===== config.mk =====
export PLATFORM = sky130hd
export DESIGN_NAME = conv_result_reader
export DESIGN_NICKNAME = d
export VERILOG_FILES = /design/src/rtl/conv_pkg.sv /design/src/rtl/result_fifo2.sv /design/src/rtl/conv_result_reader.sv
export SDC_FILE = /design/constraint.sdc
export NUM_CORES = 1
export LEC_CHECK = 0
export BUFFER_PORTS_ARGS = -buffer_cell sky130_fd_sc_hd__buf_2
export CAP_MARGIN = 5
export CORE_UTILIZATION = 60
export DETAILED_ROUTE_END_ITERATION = 6
export PLACE_DENSITY = 0.87
export REMOVE_ABC_BUFFERS = 1
export SLEW_MARGIN = 40
export SYNTH_ARGS = -nofsm -noshare
export SYNTH_HDL_FRONTEND = slang
export SYNTH_SLANG_ARGS = --single-unit

===== constraint.sdc =====
create_clock -name clk -period 3.3 [get_ports clk]
set_clock_uncertainty 0.2 [all_clocks]
set_input_delay 0.33 -clock clk [delete_from_list [all_inputs] [get_ports clk]]
set_output_delay 0.33 -clock clk [all_outputs]
set_load 0.005 [all_outputs]

===== src/rtl/conv_pkg.sv =====
// Shared defaults, config field layout and readout FSM states for the conv result path.
package conv_pkg;
    localparam int DEF_DATA_WIDTH = 8;
    localparam int DEF_ADDR_WIDTH = 5;

    // config_in field positions, in units of ADDR_WIDTH
    localparam int CFG_SIZEX_FIELD = 0;
    localparam int CFG_SIZEY_FIELD = 1;

    typedef enum logic [1:0] {
        IDLE  = 2'd0,
        READ  = 2'd1,
        DRAIN = 2'd2,
        FIN   = 2'd3
    } rd_state_t;
endpackage


===== src/rtl/result_fifo2.sv =====
// Two-entry FIFO with registered head; push lands next cycle, pop frees a slot same cycle.
// Push is dropped when full without a pop; the caller throttles so that never happens.
module result_fifo2 #(
    parameter int WIDTH = 16
) (
    input  logic             clk,
    input  logic             rstn,
    input  logic             push,
    input  logic             pop,
    input  logic [WIDTH-1:0] din,
    output logic [WIDTH-1:0] head,
    output logic [1:0]       count
);
    logic [WIDTH-1:0] head_q;
    logic [WIDTH-1:0] tail_q;
    logic [1:0]       cnt_q;
    logic             pop_ok;
    logic             push_ok;

    assign pop_ok  = pop && (cnt_q != 2'd0);
    assign push_ok = push && ((cnt_q != 2'd2) || pop_ok);

    always_ff @(posedge clk or negedge rstn) begin
        if (!rstn) begin
            head_q <= '0;
            tail_q <= '0;
            cnt_q  <= 2'd0;
        end else begin
            case ({push_ok, pop_ok})
                2'b10: begin
                    if (cnt_q == 2'd0) head_q <= din;
                    else               tail_q <= din;
                    cnt_q <= cnt_q + 2'd1;
                end
                2'b01: begin
                    head_q <= tail_q;
                    cnt_q  <= cnt_q - 2'd1;
                end
                2'b11: begin
                    // occupancy unchanged; new word goes behind whatever stays
                    if (cnt_q == 2'd1) begin
                        head_q <= din;
                    end else begin
                        head_q <= tail_q;
                        tail_q <= din;
                    end
                end
                default: ;
            endcase
        end
    end

    assign head  = head_q;
    assign count = cnt_q;
endmodule


===== src/rtl/conv_result_reader.sv =====
// Streams sizeX+sizeY-1 MEMZ result words to a valid/ready port after start; first word 2 cycles after start.
// A 2-deep FIFO absorbs the MEMZ read latency; reads stall under backpressure so nothing is lost or repeated.
module conv_result_reader
    import conv_pkg::*;
#(
    parameter int DATA_WIDTH = DEF_DATA_WIDTH,
    parameter int ADDR_WIDTH = DEF_ADDR_WIDTH
) (
    input  logic                      clk,
    input  logic                      rstn,
    input  logic                      start,
    input  logic [2*ADDR_WIDTH-1:0]   config_in,
    output logic [ADDR_WIDTH:0]       memZ_addr,
    output logic                      memZ_rd,
    input  logic [2*DATA_WIDTH-1:0]   dataZ,
    output logic [2*DATA_WIDTH-1:0]   out_data,
    output logic                      out_valid,
    input  logic                      out_ready,
    output logic                      out_last,
    output logic                      busy_out,
    output logic                      done_out
);
    localparam int LW = ADDR_WIDTH + 1;

    rd_state_t               state_q;
    rd_state_t               state_d;
    logic [LW-1:0]           len_q;
    logic [LW-1:0]           len_m1;
    logic [LW-1:0]           len_calc;
    logic [LW-1:0]           addr_q;
    logic [LW-1:0]           pop_idx_q;
    logic                    inflight_q;
    logic [ADDR_WIDTH-1:0]   size_x;
    logic [ADDR_WIDTH-1:0]   size_y;
    logic [1:0]              fifo_count;
    logic                    pop;
    logic                    accept;

    assign size_x   = config_in[CFG_SIZEX_FIELD*ADDR_WIDTH +: ADDR_WIDTH];
    assign size_y   = config_in[CFG_SIZEY_FIELD*ADDR_WIDTH +: ADDR_WIDTH];
    assign len_calc = ((size_x == '0) || (size_y == '0)) ? '0
                    : ({1'b0, size_x} + {1'b0, size_y} - LW'(1));
    assign len_m1   = len_q - LW'(1);
    assign accept   = (state_q == IDLE) && start;

    assign out_valid = (fifo_count != 2'd0);
    assign pop       = out_valid && out_ready;

    // words held (FIFO + in flight) minus this cycle's pop must leave room for one more
    assign memZ_rd = (state_q == READ) &&
                     (({1'b0, fifo_count} + {2'b00, inflight_q}) < (3'd2 + {2'b00, pop}));

    always_comb begin
        state_d = state_q;
        case (state_q)
            IDLE:  if (start) state_d = (len_calc == '0) ? FIN : READ;
            READ:  if (memZ_rd && (addr_q == len_m1)) state_d = DRAIN;
            DRAIN: if ((fifo_count == 2'd0) && !inflight_q) state_d = FIN;
            FIN:   state_d = IDLE;
            default: state_d = IDLE;
        endcase
    end

    always_ff @(posedge clk or negedge rstn) begin
        if (!rstn) begin
            state_q    <= IDLE;
            len_q      <= '0;
            addr_q     <= '0;
            pop_idx_q  <= '0;
            inflight_q <= 1'b0;
        end else begin
            state_q    <= state_d;
            inflight_q <= memZ_rd;
            if (accept) begin
                len_q     <= len_calc;
                addr_q    <= '0;
                pop_idx_q <= '0;
            end else begin
                if (memZ_rd) addr_q    <= addr_q + LW'(1);
                if (pop)     pop_idx_q <= pop_idx_q + LW'(1);
            end
        end
    end

    result_fifo2 #(
        .WIDTH (2*DATA_WIDTH)
    ) u_fifo (
        .clk   (clk),
        .rstn  (rstn),
        .push  (inflight_q),
        .pop   (pop),
        .din   (dataZ),
        .head  (out_data),
        .count (fifo_count)
    );

    assign memZ_addr = addr_q;
    assign out_last  = out_valid && (pop_idx_q == len_m1);
    assign busy_out  = (state_q != IDLE);
    assign done_out  = (state_q == FIN);
endmodule


=== After elaboration in Yosys (flattened, before gate mapping) ===
Index checks and enable logic that the tools add are counted.

* Output and inout port bits: 27
* Bits in registers: 55
* Input bits: 30

* $add $sub $neg: 9
* Mux-type cells: 17
* Order comparisons: 1
* Eq/ne operators: 16
* Reduce and logical (&&, ||, !) cells: 26

{| class="wikitable"
|+ Operators by type and width
! operator !! count
|-
| two-way mux 16 bit || 4
|-
| case mux 16 bit (3 select lines) || 1
|-
| case mux 16 bit (2 select lines) || 1
|-
| two-way mux 6 bit || 5
|-
| adder 6 x 1 -> 6 bit, second input constant || 2
|-
| equality test 6 bit || 2
|-
| != test 2 bit, second input constant || 6
|-
| nonzero test 2 bit || 6
|-
| subtractor 6 x 1 -> 6 bit, second input constant || 2
|-
| logical NOT 5 bit || 2
|-
| equality test 2 bit, second input constant || 4
|-
| logical AND 1 bit || 8
|-
| two-way mux 2 bit || 4
|-
| case mux 2 bit (4 select lines) || 1
|-
| adder 5 x 5 -> 6 bit || 1
|-
| equality test 2 x 1 -> 1 bit, second input constant || 3
|-
| logical NOT 6 bit || 1
|-
| AND reduction 3 bit || 2
|-
| logical NOT 2 bit || 2
|-
| case mux 2 bit (2 select lines) || 1
|-
| adder 2 x 1 -> 3 bit || 1
|-
| adder 2 x 1 -> 3 bit, first input constant || 1
|-
| < comparator 3 bit || 1
|-
| nonzero test 3 bit || 1
|-
| 6 further kinds || 7
|}

=== Longest topological paths before layout ===
* Word-level depth: 8
* Depth in mapped cells: 12

=== By module ===
From an unflattened synthesis, not the netlist that was laid out.

* Cell total of the unflattened synthesis: 325
* Area, all modules: 3326.9 um^2

{| class="wikitable"
|+ Modules (own cells, without submodules)
! module !! instances !! cells an instance !! seq. area each (um^2) !! area an instance (um^2)
|-
| result_fifo2 || 1 || 149 || 850.8 || 1677.9
|-
| conv_result_reader || 1 || 176 || 525.5 || 1649.1
|}

=== Worst setup path after synthesis ===
No wires, ideal clock.

* Path kind: in2reg
* From: in config_in[1]
* To: reg state_q[1]
* Setup time: 0.065 ns
* Required time: 3.035 ns
* Slack: 0.903 ns
* Stages on the path: 12
* Data arrival time: 2.132 ns
* Path through: inv_1 ha_1 inv_1 ha_1 inv_1 fa_1 inv_1 a21o_1 a21oi_1 xnor2_1 o41ai_1 mux2_4

* Longest elaborated chain between the ends: 7
* Elaborated cells on any way between the ends: 9
* Classes of those cells: add/sub (2); mux (4); reduce/logical (3)

{| class="wikitable"
|+ Ends and longest elaborated chain
! element !! RTL line !! text
|-
| start: declaration || conv_result_reader.sv:12 || <nowiki>input logic [2*ADDR_WIDTH-1:0] config_in,</nowiki>
|-
| adder 5 x 5 -> 6 bit or logical NOT 5 bit (tied branches) || conv_result_reader.sv:42, conv_result_reader.sv:41 ||
|-
| subtractor 6 x 1 -> 6 bit or logical OR 1 bit (tied branches) || conv_result_reader.sv:42, conv_result_reader.sv:41 ||
|-
| two-way mux 6 bit * || conv_result_reader.sv:41 || <nowiki>assign len_calc = ((size_x == '0) || (size_y == '0)) ? '0</nowiki>
|-
| logical NOT 6 bit * || conv_result_reader.sv:56 || <nowiki>IDLE: if (start) state_d = (len_calc == '0) ? FIN : READ;</nowiki>
|-
| two-way mux 2 bit * (2 in a row) || conv_result_reader.sv:56 ||
|-
| case mux 2 bit (4 select lines) * || conv_result_reader.sv:55 || <nowiki>case (state_q)</nowiki>
|-
| end signal: assignment || conv_result_reader.sv:72 || <nowiki>state_q <= state_d;</nowiki>
|-
| end: declaration || conv_result_reader.sv:25 || <nowiki>rd_state_t state_q;</nowiki>
|}

Every way passes the cells marked *; elsewhere a longest branch is shown, timed or not. The select of a mux whose other input is x is not followed.
A chain may end at the register's enable or synchronous reset.

=== Worst setup path in the final report ===
* From: reg len_q[0]
* To: out out_last

* Longest elaborated chain between the ends: 3

{| class="wikitable"
|+ Ends and longest elaborated chain
! element !! RTL line !! text
|-
| start: declaration || conv_result_reader.sv:27 || <nowiki>logic [LW-1:0] len_q;</nowiki>
|-
| start signal: assignment || conv_result_reader.sv:75 || <nowiki>len_q <= len_calc;</nowiki>
|-
| subtractor 6 x 1 -> 6 bit || conv_result_reader.sv:43 || <nowiki>assign len_m1 = len_q - LW'(1);</nowiki>
|-
| equality test 6 bit || conv_result_reader.sv:98 || <nowiki>assign out_last = out_valid && (pop_idx_q == len_m1);</nowiki>
|-
| logical AND 1 bit || conv_result_reader.sv:98 ||
|-
| end: declaration || conv_result_reader.sv:19 || <nowiki>output logic out_last,</nowiki>
|}

Every way passes these cells.

==> metrics <==
Worst-Skew Late Latency 0.31 ns; largest family of logic cells by synthesized area multiplexers; setup ws final 0.5911 ns; Multi-input gate area 1594 sq um; largest net degree at the start of global routing 33; Relative slew margins 44.05%; fin crit period 2.709 ns; worst hold slack 0.06298 ns; CTS Buffer Depth 2; Yosys warnings 0; fin util 73.26%; Syn Inst Count 300; Pleak 1.798 nW; Initial Util 64.18%; gr busiest metal met2; setup TNS 0 ns; RSZ-0062 raised after global routing false; post-detail-place hpwl 4.330 mm; Max-Cap Viols 0; CTS tree done; final hold vios 0; WP data required 2.77 ns; Max Clock Freq 0.3691 GHz; initial antenna violation count 0; Tot GR Track Use 22.53%; post-synthesis mux area share 12.62%; Inserted Clock Buffers 5; M2 GR Usage 39.70%; Rows 25; root buffer cell clkbuf_8; Fillers 374; adder-cell share of the synthesized area 9.429%; CTS-repair resized insts 0; antenna cells 0; antenna-violating nets left 0; pre-CTS WS 0.6486 ns; total gr overflow 0; Routed WL 5.714 mm; largest area contributor in the netlist dfrtp_1; Post-route DRC 0; ys async rst share 100.0%; power per cell area 860.0 nW/um^2; drt first pass iters 5; Reg area 1376 sq um; first-pass GRT wire length 9.466 mm; Routed WL per cell 13.44 microns; Hold Path Class primary input to register; Worst setup EP type output port; Synth Area in XOR/XNOR 7.990%; vias in the first global route 2170; die height 74.25 microns; Final setup viols 0; Syn-to-layout area delta 14.14%; H-tree levels 2; synthesized flop and latch total 55; layout cells sized above 1 24.86%; EDFF count, synth 0; GPL Wtd Cong 0.8467; GR met1 Demand/Resource 28.00%; crit-path max FO 4; die area 5512 sq um; Synth Flop Type dfrtp_1; Slew Viols, Final 0; complex-gate fraction of the synthesized area 9.229%; critical path type register to output port; Die X 74.25 microns; simple-gate portion of the synthesized area 11.55%; period utilization 82.09%; status finished clean; Distinct cells, synth 42; initial DRC count 87; I/O Buffers 56; Syn Std Cell Area 3132 sq um; Top Ports 57; met3 usage 4.336%; Synth top area share 43.95%; Via density 5.449; Max rail drop VDD 500.8 uV; Layout Nets 410; post-CTS setup buffer count 0; Power Total 3.074 mW; Least-Margin Pin Slew 0.8370 ns; Arrival @ worst endpoint 2.18 ns; Core Area 4880 sq um; Clock transition at path regs 0.10 ns; crit path launch type register; Avg Inst Size Synth 10.44 sq um; vias 2316; CTS sink count 55; Seq/Total Area, Yosys 43.95%; dominant cells by area after synthesis dfrtp_1 44%, ha_1 8.8%, mux2i_1 6.4%
[layout by cell type (no fill, tap or decap), drive strengths merged]
master and n:
a2111oi 1, a211oi 2, a21boi 1, a21o 2, a21oi 25, a22o 3, and2 1, buf 58
clkbuf 6, clkinv 1, clkinvlp 1, dfrtp 55, dlygate4sd3 1, fa 1, ha 22, inv 31
mux2 17, mux2i 20, nand2 16, nand2b 2, nand3 5, nand3b 3, nand4 4, nand4b 1
nor2 33, nor2b 1, nor3 4, nor3b 2, o21ai 7, o21bai 1, o221a 1, o22ai 1
o41ai 1, or3 1, xnor2 15, xnor3 1, xor2 11
[per-stage QoR]
step                instances  area [sq um]
finish                    425          3575
global route              425          3575
CTS                       425          3575
detailed placement        416          3466
global placement          416          3463
floorplan                 291          3084
[worst max-delay path, stage by stage (launching register included)]
cell and delay (ns):
dfrtp_1 0.48, nor3_4 0.28, nor3b_4 0.26, xor2_1 0.20, xnor2_1 0.14, nand3_1 0.09
a211oi_1 0.25, buf_2 0.17
[synthesized netlist by cell type (3+ instances only)]
cell       n
a21oi_1   25
a22o_1     3
clkbuf_1   4
dfrtp_1   55
ha_1      22
inv_1     31
mux2_2    16
mux2i_1   20
nand2_1   16
nand3_1    5
nand3b_1   3
nand4_1    4
nor2_1    33
nor3_1     3
o21ai_0    5
xnor2_1   15
xor2_1    11
[flip-flops by register name (all words and copies together) (netlist names)]
signal / flops
pop_idx_q: 6
inflight_q: 1
state_q: 2
u_fifo.tail_q: 16
len_q: 6
u_fifo.head: 16
memZ_addr: 6
u_fifo.count: 2
[report_power, final]
part | leakage [nW] | switching, mW | internal (mW)
registers | 0.667 | 0.254 | 0.974
logic | 1.08 | 0.729 | 0.729
clock network | 0.0474 | 0.217 | 0.172
[layer usage]
metal	vias to the layer above	part of all wire, %
met5	-	0
met4	0	1.5
met3	8	4.1
met2	63	49
met1	1119	45
li1	1126	-
[repair_timing]
item                                    4_1_cts  5_1_grt
hold endpoints to repair                     31        0
hold buffers                                  1        0
endpoints found under the setup margin        0        0
[cells by family after synthesis]
family,Yosys count
AO/OA/AOI/OAI,45
XOR/XNOR,27
flip-flops,55
multiplexers,37
AND/OR/NAND/NOR,73
buffers and inverters,40
adder cells (fa/ha/maj),23
[final timing paths]
path	slack (ns)	cells past startpoint	startpoint	endpoint
max in group asynchronous	1.72	3	rstn	u_fifo.head[6]
worst max-delay path	0.59	7	len_q[0]	out_last
worst min-delay path	0.06	2	dataZ[9]	u_fifo.tail_q[9]
min in group asynchronous	0.40	2	rstn	u_fifo.head[7]
worst min register to register	0.31	1	u_fifo.tail_q[6]	u_fifo.tail_q[6]
worst max register to register	0.86	8	u_fifo.count[0]	state_q[1]
[layout make-up]
class                           instances  share of cell area (%)
Clock buffer                            6                   2.310
Clock inverter                          2                  0.4550
Inverter                               31                   3.255
Multi-Input combinational cell        205                   44.59
Sequential cell                        55                   38.50
Tap cell                               67                   2.345
Timing Repair Buffer                   59                   8.540
Note: power is estimated with default switching activity, not from simulation.
